===== src/rtl/fetch_pkg.sv =====
`default_nettype none
// ----------------------------------------------------------------------------
// fetch_pkg -- shared constants, FSM state encodings and buffer entry type
// Rev 1.0
// ----------------------------------------------------------------------------
package fetch_pkg;

  localparam int XLEN = 16;

  localparam logic [XLEN-1:0] RESET_PC_DEFAULT = 16'h0000;

  // Fetch FSM: REQ may issue, WAIT has one live request,
  // DISCARD has one request whose response must be dropped.
  localparam logic [1:0] ST_REQ     = 2'd0;
  localparam logic [1:0] ST_WAIT    = 2'd1;
  localparam logic [1:0] ST_DISCARD = 2'd2;

  typedef struct packed {
    logic [XLEN-1:0] pc;
    logic [XLEN-1:0] instr;
  } fetch_entry_t;

endpackage : fetch_pkg
`default_nettype wire


===== src/rtl/fetch_buffer.sv =====
`default_nettype none
// ----------------------------------------------------------------------------
// fetch_buffer -- 2-entry registered FIFO with flush; head visible one cycle after push
// Rev 1.0
// ----------------------------------------------------------------------------
module fetch_buffer
  import fetch_pkg::*;
(
  input  logic         clk,
  input  logic         rst,
  input  logic         flush,
  input  logic         push,
  input  fetch_entry_t push_data,
  input  logic         pop,
  output fetch_entry_t head,
  output logic         head_valid,
  output logic [1:0]   count
);

  fetch_entry_t mem [2];
  logic         wr_ptr;
  logic         rd_ptr;
  logic         do_pop;

  // A pop on a flush cycle or on an empty buffer has no effect.
  assign do_pop     = pop && (count != 2'd0) && !flush;
  assign head_valid = (count != 2'd0);
  assign head       = mem[rd_ptr];

  always_ff @(posedge clk or posedge rst) begin
    if (rst) begin
      mem[0] <= '0;
      mem[1] <= '0;
      wr_ptr <= 1'b0;
      rd_ptr <= 1'b0;
      count  <= 2'd0;
    end else if (flush) begin
      wr_ptr <= 1'b0;
      rd_ptr <= 1'b0;
      count  <= 2'd0;
    end else begin
      if (push) begin
        mem[wr_ptr] <= push_data;
        wr_ptr      <= ~wr_ptr;
      end
      if (do_pop) begin
        rd_ptr <= ~rd_ptr;
      end
      count <= count + {1'b0, push} - {1'b0, do_pop};
    end
  end

endmodule : fetch_buffer
`default_nettype wire


===== src/rtl/pc_fetch_unit.sv =====
`default_nettype none
// ----------------------------------------------------------------------------
// pc_fetch_unit -- single-outstanding instruction fetch with 2-entry buffer;
// optional perf counters under FETCH_PERF_EN.  Rev 1.0
// ----------------------------------------------------------------------------
module pc_fetch_unit
  import fetch_pkg::*;
#(
  parameter logic [XLEN-1:0] RESET_PC  = RESET_PC_DEFAULT,
  parameter int              BUF_DEPTH = 2
) (
  input  logic            clk,
  input  logic            rst,
  input  logic            redirect_valid,
  input  logic [XLEN-1:0] redirect_pc,
  output logic            imem_req_valid,
  input  logic            imem_req_ready,
  output logic [XLEN-1:0] imem_addr,
  input  logic            imem_rsp_valid,
  input  logic [XLEN-1:0] imem_rsp_data,
  output logic            if_valid,
  input  logic            if_ready,
  output logic [XLEN-1:0] if_instr,
  output logic [XLEN-1:0] if_pc,
  output logic [XLEN-1:0] if_pc_p1,
  output logic [15:0]     perf_redirect_cnt,
  output logic [15:0]     perf_discard_cnt
);

  logic [1:0]      state;
  logic [XLEN-1:0] fetch_pc;
  logic [XLEN-1:0] req_pc;
  logic [1:0]      buf_count;
  logic            head_valid;
  fetch_entry_t    head;
  fetch_entry_t    push_entry;
  logic            req_fire;
  logic            push;

  // Gated by rst so the request is low during reset even though state is REQ.
  assign imem_req_valid = !rst && (state == ST_REQ) && (buf_count < 2'(BUF_DEPTH))
                          && !redirect_valid;
  assign imem_addr      = fetch_pc;
  assign req_fire       = imem_req_valid && imem_req_ready;
  assign push           = (state == ST_WAIT) && imem_rsp_valid && !redirect_valid;
  assign push_entry     = '{pc: req_pc, instr: imem_rsp_data};

  // Responses seen in REQ (e.g. from a request issued before reset) are ignored.
  always_ff @(posedge clk or posedge rst) begin
    if (rst) begin
      state    <= ST_REQ;
      fetch_pc <= RESET_PC;
      req_pc   <= RESET_PC;
    end else if (redirect_valid) begin
      fetch_pc <= redirect_pc;
      state    <= ((state != ST_REQ) && !imem_rsp_valid) ? ST_DISCARD : ST_REQ;
    end else begin
      case (state)
        ST_REQ: begin
          if (req_fire) begin
            req_pc <= fetch_pc;
            state  <= ST_WAIT;
          end
        end
        ST_WAIT: begin
          if (imem_rsp_valid) begin
            fetch_pc <= req_pc + XLEN'(1);
            state    <= ST_REQ;
          end
        end
        ST_DISCARD: begin
          if (imem_rsp_valid) begin
            state <= ST_REQ;
          end
        end
        default: state <= ST_REQ;
      endcase
    end
  end

  fetch_buffer u_buf (
    .clk        (clk),
    .rst        (rst),
    .flush      (redirect_valid),
    .push       (push),
    .push_data  (push_entry),
    .pop        (if_ready),
    .head       (head),
    .head_valid (head_valid),
    .count      (buf_count)
  );

  assign if_valid = head_valid;
  assign if_instr = head_valid ? head.instr : '0;
  assign if_pc    = head_valid ? head.pc : '0;
  assign if_pc_p1 = head_valid ? head.pc + XLEN'(1) : '0;

`ifdef FETCH_PERF_EN
  logic        rsp_dropped;
  logic [15:0] redirect_cnt;
  logic [15:0] discard_cnt;

  assign rsp_dropped = imem_rsp_valid && !push;

  always_ff @(posedge clk or posedge rst) begin
    if (rst) begin
      redirect_cnt <= 16'd0;
      discard_cnt  <= 16'd0;
    end else begin
      if (redirect_valid && (redirect_cnt != 16'hFFFF)) begin
        redirect_cnt <= redirect_cnt + 16'd1;
      end
      if (rsp_dropped && (discard_cnt != 16'hFFFF)) begin
        discard_cnt <= discard_cnt + 16'd1;
      end
    end
  end

  assign perf_redirect_cnt = redirect_cnt;
  assign perf_discard_cnt  = discard_cnt;
`else
  assign perf_redirect_cnt = 16'd0;
  assign perf_discard_cnt  = 16'd0;
`endif

endmodule : pc_fetch_unit
`default_nettype wire


===== config.mk =====
export PLATFORM = sky130hd
export DESIGN_NAME = pc_fetch_unit
export DESIGN_NICKNAME = d
export VERILOG_FILES = /design/src/rtl/fetch_pkg.sv /design/src/rtl/fetch_buffer.sv /design/src/rtl/pc_fetch_unit.sv
export SDC_FILE = /design/constraint.sdc
export NUM_CORES = 1
export LEC_CHECK = 0
export BUFFER_PORTS_ARGS = -buffer_cell sky130_fd_sc_hd__buf_2
export CORE_UTILIZATION = 40
export DETAILED_ROUTE_END_ITERATION = 8
export PLACE_DENSITY = 0.62
export RECOVER_POWER = 50
export SETUP_SLACK_MARGIN = 0.4
export SLEW_MARGIN = 5
export SYNTH_ARGS = -nofsm -noshare
export SYNTH_HDL_FRONTEND = slang
export SYNTH_HIERARCHICAL = 1
export SYNTH_SLANG_ARGS = --single-unit

===== constraint.sdc =====
create_clock -name clk -period 6.8 [get_ports clk]
set_input_delay 0.34 -clock clk [delete_from_list [all_inputs] [get_ports clk]]
set_output_delay 0.34 -clock clk [all_outputs]
set_load 0.01 [all_outputs]

Word level (Yosys, flattened, before mapping)
Index checks and enable logic that the tools add are counted.
W data, S select, Z words.
{"block": "totals", "ff_bits": 102, "input_bits": 38, "out_inout_bits": 98, "word_cells": 74}
{"block": "op_classes", "add_sub_neg": 4, "n_lt_le_gt_ge": 4, "eq_ne": 4, "mux": 22, "bitwise_logic": 5, "n_reduce_logical": 25}
{"operator": "$mux W32", "count": 4}
{"operator": "$mux W16", "count": 6}
{"operator": "$bwmux W64", "count": 1}
{"operator": "$add A16 B1 Y16 const B", "count": 2}
{"operator": "$demux W32 S1", "count": 1}
{"operator": "$reduce_bool A2 Y1", "count": 6}
{"operator": "$logic_and A1 B1 Y1", "count": 10}
{"operator": "$mux W2", "count": 5}
{"operator": "$reduce_and A2 Y1", "count": 3}
{"operator": "$ge A2 B2 Y1 const B", "count": 2}
{"operator": "$mux W1", "count": 4}
{"operator": "$not A1 Y2", "count": 2}
{"operator": "$pmux W2 S2", "count": 1}
{"operator": "$logic_not A1 Y1", "count": 3}
{"operator": "$ne A3 B1 Y1 const B", "count": 1}
{"operator": "$ne A3 B3 Y1 const B", "count": 1}
{"operator": "$not A1 Y1", "count": 3}
{"operator": "$reduce_and A3 Y1", "count": 1}
{"operator": "$add A2 B1 Y2", "count": 1}
{"operator": "$eq A2 B1 Y1 const B", "count": 1}
{"operator": "$eq A2 B2 Y1 const B", "count": 1}
{"operator": "$logic_not A2 Y1", "count": 1}
{"operator": "$lt A2 B1 Y1 const B", "count": 1}
{"operator": "$lt A2 B2 Y1 const B", "count": 1}
{"operator": "other kinds (2)", "count": 2}

Logic depth before layout (Yosys ltp)
{"block": "depth", "word_depth": 8, "mapped_depth": 10, "ltp_nobuf": 8}

Cells and area by module
Netlist, hierarchy kept.
{"module": "fetch_buffer", "n_inst": 1, "cells_each": 193, "area_per_inst_um2": 3017.9, "seq_area_each_um2": 1701.6}
{"module": "pc_fetch_unit", "n_inst": 1, "cells_each": 293, "area_per_inst_um2": 2663.8, "seq_area_each_um2": 850.8}

Worst setup path after synthesis
No wires, ideal clock.
{"block": "synth_path", "kind": "register to output", "start": "register u_buf.rd_ptr", "end": "output port if_pc_p1[14]", "arrival_ps": 1985, "t_required_ps": 6460, "setup_slack_ps": 4475, "stages_incl_launch_ff": 9, "path_buffers": 2, "cell_sequence": "dfrtp_1 > clkbuf_1 > buf_2 > mux2_2 > ha_1 > nand2_1 > nor2_1 > and3_1 > mux2_2"}
{"item": "start: declaration", "line": "fetch_buffer.sv:22", "text": "logic rd_ptr;"}
{"item": "start signal: assignment", "line": "fetch_buffer.sv:47", "text": "rd_ptr <= ~rd_ptr;"}
{"item": "end: declaration", "line": "pc_fetch_unit.sv:25", "text": "output logic [XLEN-1:0] if_pc_p1,"}

==> results.json <==
{
  "outcome": "complete, but fails checks",
  "violations": "max-capacitance violations, max-slew violations",
  "finalNonFillerCells": 763,
  "cts-root-buf": "clkbuf_16",
  "placed_area_sq_um": 6180,
  "regArea_sq_um": 2552,
  "max_slew_margin_pct": -137.9,
  "syn_area_sq_um": 5682,
  "synth_area_per_cell_sq_um": 11.69,
  "crit_path_end_kind": "async pin",
  "grt_max_degree": 69,
  "core-area_sq_um": 13880,
  "power.leakage_uw": 0.003221,
  "dp.cells": 747,
  "finalInstanceArea_sq_um": 6424,
  "area_growth_pct": 13.06,
  "clkLatencyLatePin_ns": 0.34,
  "slew_violations": 104,
  "p_per_area_nw_per_um2": 251.6,
  "drtIter0Drc": 165,
  "ys_seq_elements": 102,
  "wl_per_cell_um": 15.31,
  "hold_path_class": "in2reg",
  "antenna_found_initial": 0,
  "cp-start-kind": "input pin",
  "drv_cap": 2,
  "reg2reg_from": "state[1]$_DFFE_PP0P_",
  "busiest_layer": "met2",
  "synth_cell_type_count": 45,
  "clock_skew_ns": 0.01281,
  "grt_use_met1_pct": 23.16,
  "first_global_vias": 3794,
  "grt_pass1_wl_um": 19330,
  "die-area_sq_um": 14680,
  "clk_pin_slew_ns": 0.07,
  "period_share_pct": 50.69,
  "synth_edf_count": 0,
  "fin_tns_setup_ns": 0,
  "setup_violations": 0,
  "cts_sinks": 102,
  "io_pins": 136,
  "cts_buffer_depth": 2,
  "yosysWarningCount": 6,
  "dp_hpwl_um": 8148,
  "dr_total_vias": 3749,
  "grt_overflow": 0,
  "hp-start": "redirect_pc[0]",
  "layout.nets": 622,
  "final_common_cell": "mux2_2",
  "worstMarginPinSlew_ns": 3.569,
  "cts_max_level": 3,
  "timing.hold.ws_ns": 0.2070,
  "n_antenna_cell": 0,
  "grt_usage_pct": 16.99,
  "postSynthCellCount": 486,
  "viasPerCell": 4.913,
  "crit_fanout": 68,
  "cts_tree": "done",
  "die_h_um": 121.2,
  "arrival_ns": 3.07,
  "yosys_most_used_dff": "dfrtp_1",
  "gp_congestion": 0.7707,
  "grt_setup_unrepaired": "no",
  "multi_input_area_sq_um": 2793,
  "grtUsageMet3_pct": 3.524,
  "synth-seq-area-share_pct": 44.92,
  "ctsHoldBuffers": 0,
  "startpoint": "rst",
  "drc": 0,
  "cts_resized": 0,
  "layout_common_cells": "104 x mux2_2, 102 x dfrtp_1, 86 x buf_2",
  "drtAntennaViolNets": 0,
  "max_freq_mhz": 290.1,
  "rows": 43,
  "r2r_setup_slack_ns": 3.68,
  "first_pass_iters": 7,
  "routed_wl_um": 11680,
  "n_fill_cell": 1317,
  "required_ns": 6.42,
  "cts_buffers": 9,
  "start_util_pct": 40.93,
  "port_buffers": 103,
  "use_met2_pct": 27.46,
  "hold_viol": 0,
  "vdd_drop_max_mv": 0.1196,
  "min_period_ns": 3.447,
  "crit_type": "in2async",
  "dieWidth_um": 121.2,
  "post-cts-setup-buffer-count": 0,
  "ys_async_sr_fraction_pct": 100.0,
  "drive_above_1_share_pct": 38.59
}
[cell families (layout without fill, tap and decap cells)]
logic type      count (synthesis)  after routing  share of synthesized area (%)
simple gates                  136            136                          14.56
mux                           117            117                          23.65
flops                         102            102                          44.92
buf+inv                        67            133                          7.509
compound gates                 30             30                          3.568
xor+xnor                       27             27                          4.404
fa+ha+maj                       6              6                          1.321
other cells                     1             32                        0.06600
[critical path, stage by stage]
cell,delay (ns)
clkbuf_1,0.13
clkinv_1,0.06
clkbuf_1,2.49
[state kept, by name, summed over array words and instances, names as in the netlist]
| name | cells |
|---|---|
| u_buf/mem | 64 |
| imem_addr | 16 |
| req_pc | 16 |
| state | 2 |
| u_buf/count | 2 |
| u_buf/rd_ptr | 1 |
| u_buf/wr_ptr | 1 |
[cell usage after synthesis (2+ instances only)]
cell      count  share of area (%)
mux2_2      104                 21
dfrtp_1     102                 45
and2_1       45                5.0
buf_4        32                4.2
nand2_1      28                1.8
xnor2_1      20                3.1
o21ai_0      12                1.1
clkbuf_1     11               0.73
nor2_1       11               0.73
inv_1        10               0.66
nand3_1       9               0.79
mux2_4        8                2.1
a21oi_1       7               0.62
buf_2         7               0.62
nor3_1        7               0.62
buf_6         6                1.2
ha_1          6                1.3
nor2b_1       6               0.66
xor2_1        6               0.92
nand4_1       5               0.55
o221ai_1      5               0.77
nor3b_1       4               0.53
mux2i_1       3               0.53
nor4_1        3               0.33
nor4_2        3               0.66
and3_1        2               0.22
and4_1        2               0.31
mux2_1        2               0.40
nand2b_1      2               0.22
nand4_2       2               0.44
o221ai_2      2               0.53
[report_power, final]
group,switching (uW),leakage (uW),internal [uW]
sequential,97.3,0.00135,693
combinational,148,0.00172,166
clock,216,0.000146,296
total,461,0.00322,1150
[final timing paths]
path                            cells after the start                        end
worst min register to register                      1  u_buf/mem[58]$_DFFE_PP0P_
min in group asynchronous                           3     req_pc[15]$_DFFE_PP0P_
worst min-delay path                                3   imem_addr[0]$_DFFE_PP0P_
worst max register to register                      8  u_buf/mem[51]$_DFFE_PP0P_
max in group clk                                    7               if_pc_p1[15]
worst max-delay path                                3  u_buf/mem[62]$_DFFE_PP0P_
[cell type report]
cell class	count	area share (%)
sequential	102	39.74
clock buffer	11	3.779
clock inverter	5	0.8765
timing repair buffer	107	8.044
inverter	10	0.5843
tap	180	3.506
multi-input combinational	348	43.47
[routing by layer]
layer  vias up  share of wire [%]
met1      1840                 48
met4         0               0.55
li1       1804                  -
met3         4                4.2
met5         -                  0
met2       101                 47
[stage by stage]
step | utilization, % | worst slack [ns] | power [uW]
global route | 46.28 | 2.563 | 1709
floorplan | - | 4.475 | 1032
finish | 46.28 | 3.353 | 1616
global placement | 44.52 | 3.898 | 1107
detailed placement | 44.52 | 3.872 | 1122
CTS | 46.67 | 3.569 | 1643
Power figures use the tool's default switching activity.
